### src/rtl/pointing_device_arbiter_if.sv
// Signal bundle between the two pointing-device sources, the flush control,
// and the merged serial byte channel of the arbiter.
interface pointing_device_arbiter_if;
  logic       rts;
  logic       overclock;
  logic       in0_write;
  logic [7:0] in0_data;
  logic       in1_write;
  logic [7:0] in1_data;
  logic       out_write;
  logic [7:0] out_data;
  logic       out_src;
  logic       drop0;
  logic       drop1;

  modport master (
    output rts, overclock, in0_write, in0_data, in1_write, in1_data,
    input  out_write, out_data, out_src, drop0, drop1
  );

  modport slave (
    input  rts, overclock, in0_write, in0_data, in1_write, in1_data,
    output out_write, out_data, out_src, drop0, drop1
  );
endinterface

### src/rtl/pointing_device_arbiter.sv
// Merges two pointing-device byte streams into one paced serial channel:
// per-source packet-aware FIFOs feed a round-robin, packet-atomic arbiter.
module pointing_device_arbiter #(
  parameter int FIFO_DEPTH      = 8,
  parameter int TICKS_NORMAL    = 250000,
  parameter int TICKS_OVERCLOCK = 200000
) (
  input  logic                     clk,
  input  logic                     reset,
  pointing_device_arbiter_if.slave bus
);
  localparam int AW   = $clog2(FIFO_DEPTH);
  localparam int PW   = AW + 1;
  localparam int TMAX = (TICKS_NORMAL > TICKS_OVERCLOCK) ? TICKS_NORMAL : TICKS_OVERCLOCK;
  localparam int CW   = $clog2(TMAX) + 1;
  localparam logic [7:0] ID_BYTE = 8'hCA;

  typedef logic [PW-1:0] ptr_t;
  typedef enum logic {IDLE, SEND} state_t;

  logic       in_write [2];
  logic [7:0] in_data  [2];

  assign in_write[0] = bus.in0_write;
  assign in_write[1] = bus.in1_write;
  assign in_data[0]  = bus.in0_data;
  assign in_data[1]  = bus.in1_data;

  ptr_t       wr_q     [2];
  ptr_t       wr_d     [2];
  ptr_t       commit_q [2];
  ptr_t       commit_d [2];
  ptr_t       rd_q     [2];
  logic [1:0] exp_q    [2];
  logic [1:0] exp_d    [2];
  logic       disc_q   [2];
  logic       disc_d   [2];
  logic       drop_q   [2];
  logic       drop_d   [2];
  logic       mem_we   [2];
  logic [AW-1:0] mem_wa [2];
  ptr_t       base     [2];
  ptr_t       free     [2];
  logic [1:0] pkt_len  [2];
  logic [7:0] mem      [2][FIFO_DEPTH];

  // Packet assembler: a start byte aborts any open packet by rolling wr back
  // to commit, so only whole packets ever become visible to the arbiter.
  // NOTE: every output of an always_comb gets a default first, so no path can leave it unassigned and infer a latch.
  always_comb begin
    for (int s = 0; s < 2; s++) begin
      wr_d[s]     = wr_q[s];
      commit_d[s] = commit_q[s];
      exp_d[s]    = exp_q[s];
      disc_d[s]   = disc_q[s];
      drop_d[s]   = 1'b0;
      mem_we[s]   = 1'b0;
      base[s]     = (exp_q[s] != 2'd0) ? commit_q[s] : wr_q[s];
      free[s]     = ptr_t'(FIFO_DEPTH) - (base[s] - rd_q[s]);
      pkt_len[s]  = (in_data[s] == ID_BYTE) ? 2'd1 : 2'd3;
      mem_wa[s]   = wr_q[s][AW-1:0];

      if (in_write[s] && !bus.rts) begin
        if (in_data[s][7:6] == 2'b11) begin
          drop_d[s] = (exp_q[s] != 2'd0);
          wr_d[s]   = base[s];
          exp_d[s]  = pkt_len[s] - 2'd1;
          if (free[s] >= ptr_t'(pkt_len[s])) begin
            mem_we[s] = 1'b1;
            mem_wa[s] = base[s][AW-1:0];
            wr_d[s]   = base[s] + ptr_t'(1);
            disc_d[s] = 1'b0;
            if (pkt_len[s] == 2'd1) commit_d[s] = base[s] + ptr_t'(1);
          end else begin
            drop_d[s] = 1'b1;
            disc_d[s] = 1'b1;
          end
        end else if (in_data[s][7]) begin
          if (exp_q[s] != 2'd0) begin
            if (!disc_q[s]) begin
              mem_we[s] = 1'b1;
              wr_d[s]   = wr_q[s] + ptr_t'(1);
            end
            exp_d[s] = exp_q[s] - 2'd1;
            if (exp_q[s] == 2'd1) begin
              if (!disc_q[s]) commit_d[s] = wr_q[s] + ptr_t'(1);
              disc_d[s] = 1'b0;
            end
          end else begin
            drop_d[s] = 1'b1;
          end
        end else begin
          drop_d[s] = 1'b1;
        end
      end
    end
  end

  // NOTE: storage has no reset; pointers alone define what is valid.
  always_ff @(posedge clk) begin
    for (int s = 0; s < 2; s++) begin
      if (mem_we[s]) mem[s][mem_wa[s]] <= in_data[s];
    end
  end

  state_t        state_q, state_d;
  logic [1:0]    rem_q, rem_d;
  logic          last_q, last_d;
  logic [CW-1:0] pace_q;
  logic          out_write_q;
  logic [7:0]    out_data_q;
  logic          out_src_q;
  logic          pend [2];
  logic          sel;
  logic          pop;
  logic [7:0]    head;

  assign pend[0] = (commit_q[0] != rd_q[0]);
  assign pend[1] = (commit_q[1] != rd_q[1]);

  // A packet in flight keeps its source; otherwise a tie goes to the source not served last.
  always_comb begin
    if (state_q == SEND)        sel = out_src_q;
    else if (pend[0] && pend[1]) sel = ~last_q;
    else                         sel = pend[1];
  end

  assign head = mem[sel][rd_q[sel][AW-1:0]];

  always_comb begin
    state_d = state_q;
    rem_d   = rem_q;
    last_d  = last_q;
    pop     = 1'b0;
    case (state_q)
      IDLE: begin
        if (pace_q == '0 && (pend[0] || pend[1])) begin
          pop = 1'b1;
          if (head == ID_BYTE) begin
            last_d = sel;
          end else begin
            state_d = SEND;
            rem_d   = 2'd2;
          end
        end
      end
      SEND: begin
        if (pace_q == '0) begin
          pop   = 1'b1;
          rem_d = rem_q - 2'd1;
          if (rem_q == 2'd1) begin
            state_d = IDLE;
            last_d  = sel;
          end
        end
      end
    endcase
  end

  // NOTE: registers take non-blocking assignments so every flop samples pre-edge values regardless of block order.
  always_ff @(posedge clk or posedge reset) begin
    if (reset) begin
      state_q <= IDLE;
      rem_q   <= 2'd0;
      last_q  <= 1'b1;
    end else if (bus.rts) begin
      state_q <= IDLE;
      rem_q   <= 2'd0;
      last_q  <= 1'b1;
    end else begin
      state_q <= state_d;
      rem_q   <= rem_d;
      last_q  <= last_d;
    end
  end

  always_ff @(posedge clk or posedge reset) begin
    if (reset) begin
      for (int s = 0; s < 2; s++) begin
        wr_q[s]     <= '0;
        commit_q[s] <= '0;
        rd_q[s]     <= '0;
        exp_q[s]    <= 2'd0;
        disc_q[s]   <= 1'b0;
        drop_q[s]   <= 1'b0;
      end
      pace_q      <= '0;
      out_write_q <= 1'b0;
      out_data_q  <= 8'h00;
      out_src_q   <= 1'b0;
    end else if (bus.rts) begin
      for (int s = 0; s < 2; s++) begin
        wr_q[s]     <= '0;
        commit_q[s] <= '0;
        rd_q[s]     <= '0;
        exp_q[s]    <= 2'd0;
        disc_q[s]   <= 1'b0;
        drop_q[s]   <= 1'b0;
      end
      pace_q      <= '0;
      out_write_q <= 1'b0;
    end else begin
      for (int s = 0; s < 2; s++) begin
        wr_q[s]     <= wr_d[s];
        commit_q[s] <= commit_d[s];
        exp_q[s]    <= exp_d[s];
        disc_q[s]   <= disc_d[s];
        drop_q[s]   <= drop_d[s];
        if (pop && sel == 1'(s)) rd_q[s] <= rd_q[s] + ptr_t'(1);
      end
      out_write_q <= pop;
      if (pop) begin
        out_data_q <= head;
        out_src_q  <= sel;
        pace_q     <= bus.overclock ? CW'(TICKS_OVERCLOCK - 1) : CW'(TICKS_NORMAL - 1);
      end else if (pace_q != '0) begin
        pace_q <= pace_q - CW'(1);
      end
    end
  end

  assign bus.out_write = out_write_q;
  assign bus.out_data  = out_data_q;
  assign bus.out_src   = out_src_q;
  assign bus.drop0     = drop_q[0];
  assign bus.drop1     = drop_q[1];
endmodule

### src/flat_wrapper.sv
// flat-port wrapper written by rule: the top's interface ports become plain ports
module pointing_device_arbiter_flat 
#(
  parameter int FIFO_DEPTH      = 8,
  parameter int TICKS_NORMAL    = 250000,
  parameter int TICKS_OVERCLOCK = 200000
)
  (clk, reset, bus_rts, bus_overclock, bus_in0_write, bus_in0_data, bus_in1_write, bus_in1_data, bus_out_write, bus_out_data, bus_out_src, bus_drop0, bus_drop1);
  pointing_device_arbiter_if bus_i ();
  input  logic clk;
  input  logic reset;
  input wire logic [$bits(bus_i.rts)-1:0] bus_rts;
  input wire logic [$bits(bus_i.overclock)-1:0] bus_overclock;
  input wire logic [$bits(bus_i.in0_write)-1:0] bus_in0_write;
  input wire logic [$bits(bus_i.in0_data)-1:0] bus_in0_data;
  input wire logic [$bits(bus_i.in1_write)-1:0] bus_in1_write;
  input wire logic [$bits(bus_i.in1_data)-1:0] bus_in1_data;
  output wire logic [$bits(bus_i.out_write)-1:0] bus_out_write;
  output wire logic [$bits(bus_i.out_data)-1:0] bus_out_data;
  output wire logic [$bits(bus_i.out_src)-1:0] bus_out_src;
  output wire logic [$bits(bus_i.drop0)-1:0] bus_drop0;
  output wire logic [$bits(bus_i.drop1)-1:0] bus_drop1;
  assign bus_i.rts = bus_rts;
  assign bus_i.overclock = bus_overclock;
  assign bus_i.in0_write = bus_in0_write;
  assign bus_i.in0_data = bus_in0_data;
  assign bus_i.in1_write = bus_in1_write;
  assign bus_i.in1_data = bus_in1_data;
  assign bus_out_write = bus_i.out_write;
  assign bus_out_data = bus_i.out_data;
  assign bus_out_src = bus_i.out_src;
  assign bus_drop0 = bus_i.drop0;
  assign bus_drop1 = bus_i.drop1;
  pointing_device_arbiter #(.FIFO_DEPTH(FIFO_DEPTH), .TICKS_NORMAL(TICKS_NORMAL), .TICKS_OVERCLOCK(TICKS_OVERCLOCK)) u_core (.clk(clk), .reset(reset), .bus(bus_i));
endmodule
### config.mk
export PLATFORM = sky130hd
export DESIGN_NAME = pointing_device_arbiter_flat
export DESIGN_NICKNAME = d
export VERILOG_FILES = /design/src/rtl/pointing_device_arbiter_if.sv /design/src/rtl/pointing_device_arbiter.sv /design/src/flat_wrapper.sv
export SDC_FILE = /design/constraint.sdc
export NUM_CORES = 1
export LEC_CHECK = 0
export CAP_MARGIN = 20
export CORE_UTILIZATION = 55
export DETAILED_ROUTE_END_ITERATION = 10
export PLACE_DENSITY_LB_ADDON = 0.3
export SLEW_MARGIN = 10
export SYNTH_ARGS = -nofsm -noshare
export SYNTH_HDL_FRONTEND = slang
export SYNTH_SLANG_ARGS = --single-unit
### constraint.sdc
create_clock -name clk -period 4.4 [get_ports clk]
set_input_delay 0.66 -clock clk [delete_from_list [all_inputs] [get_ports clk]]
set_output_delay 0.66 -clock clk [all_outputs]
set_load 0.02 [all_outputs]
==> results of run 1 <==
Yosys cell counts, types with 5 or more instances:
cell type | instances | area (um^2)
sky130_fd_sc_hd__dfrtp_1 | 64 | 1602
sky130_fd_sc_hd__xnor2_1 | 26 | 227.7
sky130_fd_sc_hd__edfxtp_1 | 128 | 3844
sky130_fd_sc_hd__ha_1 | 20 | 250.2
sky130_fd_sc_hd__a31oi_1 | 10 | 62.56
sky130_fd_sc_hd__nand2_1 | 42 | 157.7
sky130_fd_sc_hd__nor4_1 | 8 | 50.05
sky130_fd_sc_hd__o21ai_0 | 26 | 130.1
sky130_fd_sc_hd__o21ai_1 | 14 | 70.07
sky130_fd_sc_hd__clkbuf_1 | 23 | 86.33
sky130_fd_sc_hd__xor2_1 | 17 | 148.9
sky130_fd_sc_hd__inv_1 | 30 | 112.6
sky130_fd_sc_hd__mux2i_1 | 26 | 260.3
sky130_fd_sc_hd__mux2_2 | 9 | 101.4
sky130_fd_sc_hd__and3_1 | 5 | 31.28
sky130_fd_sc_hd__nor2b_1 | 10 | 62.56
sky130_fd_sc_hd__nor3_1 | 16 | 80.08
sky130_fd_sc_hd__a21oi_1 | 31 | 155.2
sky130_fd_sc_hd__buf_2 | 7 | 35.03
sky130_fd_sc_hd__or3_1 | 7 | 43.79
sky130_fd_sc_hd__nand3_1 | 8 | 40.04
sky130_fd_sc_hd__nand2b_1 | 6 | 37.54
sky130_fd_sc_hd__nor2_1 | 62 | 232.7
sky130_fd_sc_hd__o211ai_1 | 6 | 45.04
sky130_fd_sc_hd__mux4_2 | 32 | 720.7
sky130_fd_sc_hd__o31ai_1 | 5 | 37.54
state kept, by name (all words and copies together), names as in the netlist:
name / flops
u_core.mem: 128
u_core.pace_q: 19
u_core.bus.out_data: 8
u_core.commit_q: 8
u_core.rd_q: 8
u_core.wr_q: 8
u_core.exp_q: 4
u_core.disc_q: 2
u_core.rem_q: 2
u_core.bus.drop0: 1
u_core.bus.drop1: 1
u_core.bus.out_src: 1
u_core.bus.out_write: 1
u_core.last_q: 1
u_core.state_q: 1
report_power, final:
part	internal [mW]	switching (mW)	leakage, nW
clock network	0.866	0.722	0.299
logic	0.685	0.839	1.80
registers	2.08	0.157	2.02
metal layers:
metal,up-vias,share of wire (%)
met4,0,2.4
met1,3072,42
li1,2779,-
met2,187,50
met5,-,0
met3,33,5.3
through the flow:
step | worst slack [ps] | power, mW
3_5_place_dp | 175.4 | 3.775
5_1_grt | 77.00 | 5.622
6_report | 336.8 | 5.352
3_3_place_gp | 274.8 | 3.708
4_1_cts | 169.0 | 5.374
2_1_floorplan | 91.29 | 3.279
cell families (layout without fill, tap and decap cells):
logic type,Yosys count,count (layout)
and+or+nand+nor,196,196
adders and majority gates,22,22
buffers and inverters,64,151
AOI/OAI and AO/OA,118,118
xor gates and xnor gates,45,45
DFF,193,193
muxes,69,69
cell type report:
class,count,area [um^2],area share [%]
multi-input cells,450,3571,33.11
clock inverters,15,190.2,1.764
inverters,32,120.1,1.114
repair buffers,87,730.7,6.776
well taps,220,275.3,2.552
flip-flops and latches,193,5472,50.74
clock buffers,17,425.4,3.945
layout by cell type, fill, tap and decap left out, types with 7 or more instances in the layout:
cell type	synthesis	layout
sky130_fd_sc_hd__a21oi_1	31	31
sky130_fd_sc_hd__a31oi_1	10	10
sky130_fd_sc_hd__buf_4	1	54
sky130_fd_sc_hd__clkbuf_16	0	17
sky130_fd_sc_hd__clkdlybuf4s50_1	0	32
sky130_fd_sc_hd__dfrtp_1	64	64
sky130_fd_sc_hd__edfxtp_1	128	128
sky130_fd_sc_hd__ha_1	20	19
sky130_fd_sc_hd__inv_1	30	29
sky130_fd_sc_hd__mux2_2	9	9
sky130_fd_sc_hd__mux2i_1	26	26
sky130_fd_sc_hd__mux4_2	32	32
sky130_fd_sc_hd__nand2_1	42	42
sky130_fd_sc_hd__nand3_1	8	8
sky130_fd_sc_hd__nor2_1	62	61
sky130_fd_sc_hd__nor2b_1	10	10
sky130_fd_sc_hd__nor3_1	16	16
sky130_fd_sc_hd__nor4_1	8	8
sky130_fd_sc_hd__o21ai_0	26	26
sky130_fd_sc_hd__o21ai_1	14	14
sky130_fd_sc_hd__or3_1	7	7
sky130_fd_sc_hd__xnor2_1	26	26
sky130_fd_sc_hd__xor2_1	17	17
how the worst max path moves through the flow:
stage	from	endpoint	slack [ps]	cells past startpoint
finish	u_core.exp_q[2]$_DFFE_PP0P_	u_core.mem[0][27]$_DFFE_PP_	340	18
global route	u_core.exp_q[0]$_DFFE_PP0P_	u_core.mem[1][46]$_DFFE_PP_	80	18
CTS	u_core.exp_q[0]$_DFFE_PP0P_	u_core.mem[1][9]$_DFFE_PP_	170	16
detailed placement	bus_in1_data[0]	u_core.mem[1][8]$_DFFE_PP_	180	11
global placement	bus_in1_data[0]	u_core.mem[1][13]$_DFFE_PP_	270	12
floorplan	u_core.exp_q[0]$_DFFE_PP0P_	u_core.mem[1][0]$_DFFE_PP_	90	16
tightest hold or removal path: stages (launching register included):
cell	delay, ps
sky130_fd_sc_hd__dfrtp_1	350
sky130_fd_sc_hd__nand2_1	60
sky130_fd_sc_hd__o21ai_1	60
==> out/metrics.yaml, run 1 <==
status:
  run_status: "complete, no violations"
die:
  die-area_um2: 17430
  die-height_um: 132.0
  die_w_um: 132.0
  floorplan.initialDensity_pct: 56.27
  design.portCount: 34
  fp.coreArea_um2: 16520
  std_cell_rows: 47
drt:
  drcViolationCount: 0
  routed_wirelength_um: 19930
  average_routed_wire_per_standard_cell_um: 19.66
  vias_per_cell: 5.987
  vias: 6071
  drt-pass1-iter-count: 5
  dr.first_iter.drc_count: 497
  antenna_left: 0
worst_setup_path:
  critical-path-top-cell-by-count: "sky130_fd_sc_hd__inv_1"
  worstReg2RegStart: "u_core.exp_q[2]$_DFFE_PP0P_"
  critical_path_slowest_stage_cell: "sky130_fd_sc_hd__dfrtp_1"
  regToRegEndpoint: "u_core.mem[0][27]$_DFFE_PP_"
  critical_path.startpoint_type: "flop"
  timing.critical_path.required_ps: 4540
  critPathMaxStageDelay_ps: 420
  timing.critical_path.max_delay_family: "adder cells"
  path_cells: "inv_1 -> ha_2 -> mux2i_1 -> inv_1 -> ha_1 -> inv_1 -> ha_1 -> inv_1 -> fa_1 -> xnor3_1 -> xnor2_1 -> or2_1 -> buf_4 -> a21oi_1 -> nor2_1 -> nand3_1 -> nor2_1 -> buf_4"
  cp_max_fo: 9
  worst-endpoint-arrival_ps: 4200
  reg2reg_slack_ps: 340
  timing.critical_path.to_type: "flop"
  worstRegToRegCells: 18
  path_class: "flop to flop"
  crit_buf_inv: 6
sta:
  setup_violations: 0
  max_slew_margin_pct: 35.59
  finalHoldViolations: 0
  highest_clock_rate_ghz: 0.2461
  finalSetupTns_ps: 0
  tightestPinTransition_ps: 964.8
  setup_repair_after_global_routing_missed_its_margin: "false"
  timing.final.crit_share_pct: 92.34
  fin_hold_ws_ps: 510.6
  max_slew_violation_count: 0
  finalClockSkew_ps: 9.399
  finalWorstPathRequiredPeriod_ps: 4063
place:
  total_instance_count_after_detailed_placement: 982
  globalplace.congestion: 0.9082
  port_buffers: 33
  place_hpwl_um: 13920
  dpl-instance-area_um2: 10160
logic_synthesis:
  synthesis.nets: 751
  synthXorXnorAreaFrac_pct: 4.535
  yosys_warnings: 0
  synth_top_flop_cell: "sky130_fd_sc_hd__edfxtp_1"
  yosys.area_share.simple_pct: 10.78
  synth_enable_flop_cells: 128
  synth.ff_latch_count: 193
  synthesis.instances: 707
  synth_compound_area_share_pct: 7.994
  sequential_fraction_of_the_synthesis_area_pct: 58.85
  async_flop_share_pct: 33.68
  syn_area_um2: 9298
  post_synth_mux_area_share_pct: 11.92
  synth.avg_cell_area_um2: 13.15
  synth_top_family_by_area: "multiplexers"
  yosys.area_share.adder_pct: 3.122
  netlist-cell-type-count: 66
grt:
  grt_antenna_before_repair: 0
  wire_length_of_the_first_global_routing_pass_um: 32580
  met3_track_usage_gr_pct: 5.306
  grt-busiest-layer: "met2"
  gr-usage-met2_pct: 40.59
  groute.layer.met1.usage_pct: 31.99
  maximum_number_of_pins_on_one_net_before_global_route_repair: 46
  track_usage_pct: 24.52
  number_of_global_route_vias_before_repair: 6182
  overflow: 0
clock_network:
  clk_root_buffer_cell: "sky130_fd_sc_hd__clkbuf_16"
  numClockSinks: 193
  ctsHtreeMaxLevel: 4
  cts_made_buffers: 17
  postCtsSetupRepairBufs: 0
  skew_pair_late_insertion_delay_ps: 430
  path_clk_slew_ps: 70
  ctsResizeCount: 0
  cts_tree: "built"
  max-clock-path-buffers: 2
  cts-hold-fix-buffers: 0
layout:
  final_area_um2: 10780
  antenna_cells_inserted: 0
  post-route-util_pct: 65.26
  synthToLayoutAreaGrowth_pct: 15.99
  fin_nets: 825
  post_route_cells_drive_above_1_share_pct: 17.76
  n_fill_cell: 1152
  stdcell_count: 1014
power:
  leakage_nw: 4.122
  ir_drop_mv: 0.3673
  power_per_cell_area_nw_per_um2: 496.2
hold_path:
  timing.hold.worst_endpoint: "u_core.bus.out_data[1]$_DFFE_PP0P_"
  worst_hold_check_path_type: "flop to flop"
  hold_start: "u_core.bus.out_data[1]$_DFFE_PP0P_"
  worst_hold_path.num_cells: 2
run:
  maxCapViolations: 0
Power figures use the tool's default switching activity.
==> inputs of run 2 (changes only) <==
CORE_UTILIZATION = 57   (was 55)
CTS_BUF_LIST = sky130_fd_sc_hd__clkbuf_4   (was unset)
SLEW_MARGIN = 40   (was 10)
==> out/metrics.yaml, run 2 (synthesis gave the netlist of run 1 again) <==
status:
  run_status: "complete, no violations"
worst_setup_path:
  critical_path_slowest_stage_cell: "sky130_fd_sc_hd__dfrtp_1"
  critical_path.startpoint_type: "flop"
  critPathMaxStageDelay_ps: 440
  crit_buf_inv: 5
  path_class: "flop to flop"
  critical-path-top-cell-by-count: "sky130_fd_sc_hd__inv_1"
  worst-endpoint-arrival_ps: 4380
  timing.critical_path.max_delay_family: "adder cells"
  timing.critical_path.required_ps: 4710
  timing.critical_path.to_type: "flop"
  cp_max_fo: 8
  path_cells: "inv_1 -> ha_2 -> mux2i_1 -> inv_1 -> ha_1 -> inv_1 -> ha_1 -> inv_1 -> fa_1 -> xnor3_1 -> xnor2_1 -> or2_1 -> nand3_1 -> and3_1 -> o21ai_0 -> nor2b_1 -> buf_4"
place:
  port_buffers: 33
  place_hpwl_um: 13890
  globalplace.congestion: 0.8913
  total_instance_count_after_detailed_placement: 974
  place_ws_ps: 73.56
layout:
  largest_register_ffs: 128
  fin_nets: 821
  synthToLayoutAreaGrowth_pct: 12.02
  stdcell_count: 1007
  final_cell_mix: "sky130_fd_sc_hd__edfxtp_1, sky130_fd_sc_hd__dfrtp_1, sky130_fd_sc_hd__nor2_1, sky130_fd_sc_hd__buf_4, sky130_fd_sc_hd__nand2_1"
  commonest_non_fill_non_tap_cell_in_the_layout: "sky130_fd_sc_hd__edfxtp_1"
  post_route_cells_drive_above_1_share_pct: 17.47
  n_fill_cell: 1188
sta:
  timing.final.crit_share_pct: 92.49
  layout_setup_ws_ps: 330.6
  finalHoldViolations: 0
  highest_clock_rate_ghz: 0.2457
  finalClockSkew_ps: 39.33
  fin_hold_ws_ps: 464.5
  max_slew_margin_pct: 44.99
  setup_repair_after_global_routing_missed_its_margin: "false"
  finalSetupTns_ps: 0
  finalWorstPathRequiredPeriod_ps: 4069
  max_slew_violation_count: 0
  tightestPinTransition_ps: 817.6
  setup_violations: 0
clock_network:
  path_clk_slew_ps: 180
  ctsResizeCount: 0
  numClockSinks: 193
  skew_pair_late_insertion_delay_ps: 600
  max-clock-path-buffers: 2
  cts_made_buffers: 17
  cts-hold-fix-buffers: 0
  clk_root_buffer_cell: "sky130_fd_sc_hd__clkbuf_4"
  ctsHtreeMaxLevel: 4
  cts_tree: "built"
  postCtsSetupRepairBufs: 0
die:
  floorplan.initialDensity_pct: 58.53
  design.portCount: 34
  fp.coreArea_um2: 15890
  std_cell_rows: 46
  die-height_um: 129.7
  die_w_um: 129.7
  die-area_um2: 16830
drt:
  vias_per_cell: 6.021
  vias: 6063
  routed_wirelength_um: 19690
  antenna_left: 0
  drcViolationCount: 0
  dr.first_iter.drc_count: 469
  drt-pass1-iter-count: 5
  average_routed_wire_per_standard_cell_um: 19.56
power:
  leakage_nw: 3.951
  report.power.total_mw: 4.665
  power_per_cell_area_nw_per_um2: 447.9
  internal_mw: 3.020
  ir_drop_mv: 0.2945
  p_sw_share_pct: 35.26
  share_clk_of_total_power_pct: 19.6
  switchingPower_mw: 1.644
  power.share.sequential_pct: 48.2
  p_comb_share_pct: 32.2
grt:
  wire_length_of_the_first_global_routing_pass_um: 31550
  grt_antenna_before_repair: 1
  overflow: 0
  track_usage_pct: 25.48
  number_of_global_route_vias_before_repair: 6101
  maximum_number_of_pins_on_one_net_before_global_route_repair: 39
hold_path:
  worst_hold_check_path_type: "input port to asynchronous set/reset pin"
run:
  maxCapViolations: 0
==> run 2: path summary, 6_finish.rpt <==
| kind | from | endpoint | slack [ps] | cells past startpoint |
|---|---|---|---|---|
| setup / recovery | u_core.exp_q[2]$_DFFE_PP0P_ | u_core.mem[0][56]$_DFFE_PP_ | 330 | 17 |
| hold / removal | reset | u_core.bus.out_data[4]$_DFFE_PP0P_ | 460 | 2 |
| setup reg to reg | u_core.exp_q[2]$_DFFE_PP0P_ | u_core.mem[0][56]$_DFFE_PP_ | 330 | 17 |
| hold reg to reg | u_core.bus.out_data[1]$_DFFE_PP0P_ | u_core.bus.out_data[1]$_DFFE_PP0P_ | 520 | 2 |
| max in group asynchronous | reset | u_core.bus.out_src$_DFFE_PP0P_ | 3160 | 3 |
| min in group clk | bus_rts | u_core.disc_q[0]$_DFFE_PP0P_ | 480 | 2 |
==> run 2: layer usage <==
metal / wire length [um] / part of all wire (%) / track usage (%)
met4: 503 / 2.6 / 11.42
met1: 8246 / 42 / 33.98
met5: 0 / 0 / 0
met2: 9876 / 50 / 41.27
met3: 1066 / 5.4 / 4.633
==> run 2: power by group through the flow <==
stage          Combinational (mW)  Clock (mW)  Sequential, mW
2_1_floorplan                1.02           0            2.26
4_1_cts                      1.50       0.933            2.24
6_report                     1.50       0.912            2.25
3_3_place_gp                 1.41           0            2.27
3_5_place_dp                 1.49           0            2.28
5_1_grt                      1.65       0.996            2.27
==> run 2: metrics by stage <==
stage / cell area [um^2] / utilization [%]
2_1_floorplan: 9298 / -
3_3_place_gp: 10130 / 63.76
3_5_place_dp: 10130 / 63.76
4_1_cts: 10410 / 65.52
5_1_grt: 10420 / 65.56
6_report: 10420 / 65.56
==> run 2: worst register-to-register path: cells and delay by family (launching register included) <==
family	cells	cell delay, ps
xor gates and xnor gates	2	540
DFF	1	440
muxes	1	300
and+or+nand+nor	4	890
AOI/OAI and AO/OA	1	100
buffers and inverters	5	530
adders and majority gates	4	1010
==> run 2: layout make-up <==
type                            instances  area [um^2]  share of cell area, %
Inverter                               32        120.1                  1.153
Clock buffer                           18        135.1                  1.297
Antenna cell                            1        2.502                0.02403
Sequential cell                       193         5472                  52.53
Tap cell                              216        270.3                  2.595
Timing Repair Buffer                   83        700.7                  6.728
Clock inverter                         14        143.9                  1.382
Multi-Input combinational cell        450         3571                  34.29
==> inputs of run 3 (changes only) <==
CORE_UTILIZATION = 40   (was 57)
==> out/metrics.yaml, run 3 (synthesis gave the netlist of run 1 again) <==
drt:
  highest_layer: "met4"
  drcViolationCount: 0
  average_routed_wire_per_standard_cell_um: 18.64
  met2RoutedLength_um: 9919
  vias: 5935
  vias_per_cell: 5.511
  dr.first_iter.drc_count: 555
  antenna_left: 0
  met1_length_um: 9001
  routed-wl-met3_um: 749
  drt-pass1-iter-count: 5
  routed_wirelength_um: 20080
grt:
  number_of_global_route_vias_before_repair: 6061
  grt_antenna_before_repair: 1
  track_usage_pct: 17.78
  maximum_number_of_pins_on_one_net_before_global_route_repair: 53
  wire_length_of_the_first_global_routing_pass_um: 32330
  overflow: 0
die:
  fp.coreArea_um2: 22710
  die-height_um: 154.5
  die_w_um: 154.5
  std_cell_rows: 55
  floorplan.initialDensity_pct: 40.94
  die-area_um2: 23860
  design.portCount: 34
clock_network:
  skew_pair_late_insertion_delay_ps: 590
  max-clock-path-buffers: 2
  cts-hold-fix-buffers: 0
  cts_made_buffers: 17
  cts_tree: "built"
  clk_root_buffer_cell: "sky130_fd_sc_hd__clkbuf_4"
  path_clk_slew_ps: 180
  numClockSinks: 193
  ctsHtreeMaxLevel: 4
  postCtsSetupRepairBufs: 0
sta:
  timing.final.crit_share_pct: 92.72
  max_slew_margin_pct: 47.24
  finalClockSkew_ps: 26.17
  finalWorstPathRequiredPeriod_ps: 4080
  setup_repair_after_global_routing_missed_its_margin: "false"
  setup_violations: 0
  max_slew_violation_count: 0
  highest_clock_rate_ghz: 0.2451
  fin_hold_ws_ps: 483.2
  tightestPinTransition_ps: 789.7
  finalHoldViolations: 0
place:
  globalplace.congestion: 0.8793
  dpl-instance-area_um2: 10220
  port_buffers: 33
  place_hpwl_um: 14090
worst_setup_path:
  path_class: "flop to flop"
  cp_max_fo: 8
  critical_path.startpoint_type: "flop"
  timing.critical_path.to_type: "flop"
  reg2reg_slack_ps: 320
  worst-endpoint-arrival_ps: 4380
  timing.critical_path.required_ps: 4700
power:
  ir_drop_mv: 0.1652
  power_per_cell_area_nw_per_um2: 446.2
  leakage_nw: 3.968
layout:
  multi_input_combinational_cell_area_um2: 3571
  seqCellArea_um2: 5472
  largest_register_ffs: 128
  commonest_non_fill_non_tap_cell_in_the_layout: "sky130_fd_sc_hd__edfxtp_1"
  final_cell_mix: "sky130_fd_sc_hd__edfxtp_1, sky130_fd_sc_hd__dfrtp_1, sky130_fd_sc_hd__nor2_1, sky130_fd_sc_hd__buf_4, sky130_fd_sc_hd__nand2_1"
  post_route_cells_drive_above_1_share_pct: 17.45
  n_fill_cell: 2030
  final_area_um2: 10540
  synthToLayoutAreaGrowth_pct: 13.38
  fin_nets: 822
run:
  maxCapViolations: 0
hold_path:
  worst_hold_check_path_type: "input port to asynchronous set/reset pin"
status:
  run_status: "complete, no violations"
[run 3: per-layer routing]
metal / vias up / global-route usage (%)
li1: 2778 / -
met1: 2984 / 23.27
met2: 148 / 30.10
met3: 25 / 3.026
met4: 0 / 5.799
met5: - / 0
[run 3: critical path, stage by stage (launching register included)]
cell and delay [ps]:
sky130_fd_sc_hd__dfrtp_1 450, sky130_fd_sc_hd__inv_1 70, sky130_fd_sc_hd__ha_2 290, sky130_fd_sc_hd__mux2i_1 330, sky130_fd_sc_hd__inv_1 100, sky130_fd_sc_hd__ha_1 190, sky130_fd_sc_hd__inv_1 60, sky130_fd_sc_hd__ha_1 140
sky130_fd_sc_hd__inv_1 50, sky130_fd_sc_hd__fa_1 360, sky130_fd_sc_hd__xnor3_1 380, sky130_fd_sc_hd__xnor2_1 140, sky130_fd_sc_hd__or2_1 280, sky130_fd_sc_hd__nand3_1 170, sky130_fd_sc_hd__buf_4 160, sky130_fd_sc_hd__and3_1 150
sky130_fd_sc_hd__o21ai_0 100, sky130_fd_sc_hd__nor2_1 150, sky130_fd_sc_hd__buf_4 220
[run 3: path summary, 6_finish.rpt]
| check | startpoint | end | cells after the start |
|---|---|---|---|
| hold / removal | reset | u_core.pace_q[12]$_DFFE_PP0P_ | 2 |
| min in group clk | u_core.pace_q[18]$_DFFE_PP0P_ | u_core.pace_q[18]$_DFFE_PP0P_ | 2 |
| setup / recovery | u_core.exp_q[2]$_DFFE_PP0P_ | u_core.mem[0][49]$_DFFE_PP_ | 18 |
| setup reg to reg | u_core.exp_q[2]$_DFFE_PP0P_ | u_core.mem[0][49]$_DFFE_PP_ | 18 |
| hold reg to reg | u_core.pace_q[18]$_DFFE_PP0P_ | u_core.pace_q[18]$_DFFE_PP0P_ | 2 |
| max in group asynchronous | reset | u_core.last_q$_DFFE_PP1P_ | 3 |
[run 3: through the flow]
stage	utilization [%]	total power, mW	worst slack (ps)	setup TNS [ps]	cells
global placement	45.01	3.705	-45.31	-360.6	1044
CTS	46.39	4.731	171.6	0	1076
global route	46.42	4.965	17.08	0	1077
finish	46.42	4.703	320.3	0	1077
floorplan	-	3.279	91.29	0	707
detailed placement	45.02	3.762	-114.4	-945.2	1044
[run 3: repair_timing]
action	in CTS	in global routing
endpoints found under the setup margin	0	19
resized for setup	0	2
hold endpoints to repair	0	0
[run 3: layout make-up]
| cell class | instances | area share (%) |
|---|---|---|
| Clock buffer | 17 | 1.211 |
| Multi-Input combinational cell | 450 | 33.88 |
| Sequential cell | 193 | 51.90 |
| Tap cell | 285 | 3.383 |
| Antenna cell | 1 | 0.02374 |
| Inverter | 32 | 1.163 |
| Timing Repair Buffer | 84 | 6.718 |
| Clock inverter | 15 | 1.721 |
[run 3: where the power goes]
part | internal (mW) | leakage (nW) | total, mW | switching, mW
clock network | 0.271 | 0.163 | 0.967 | 0.696
registers | 2.08 | 2.02 | 2.24 | 0.154
logic | 0.667 | 1.79 | 1.50 | 0.833
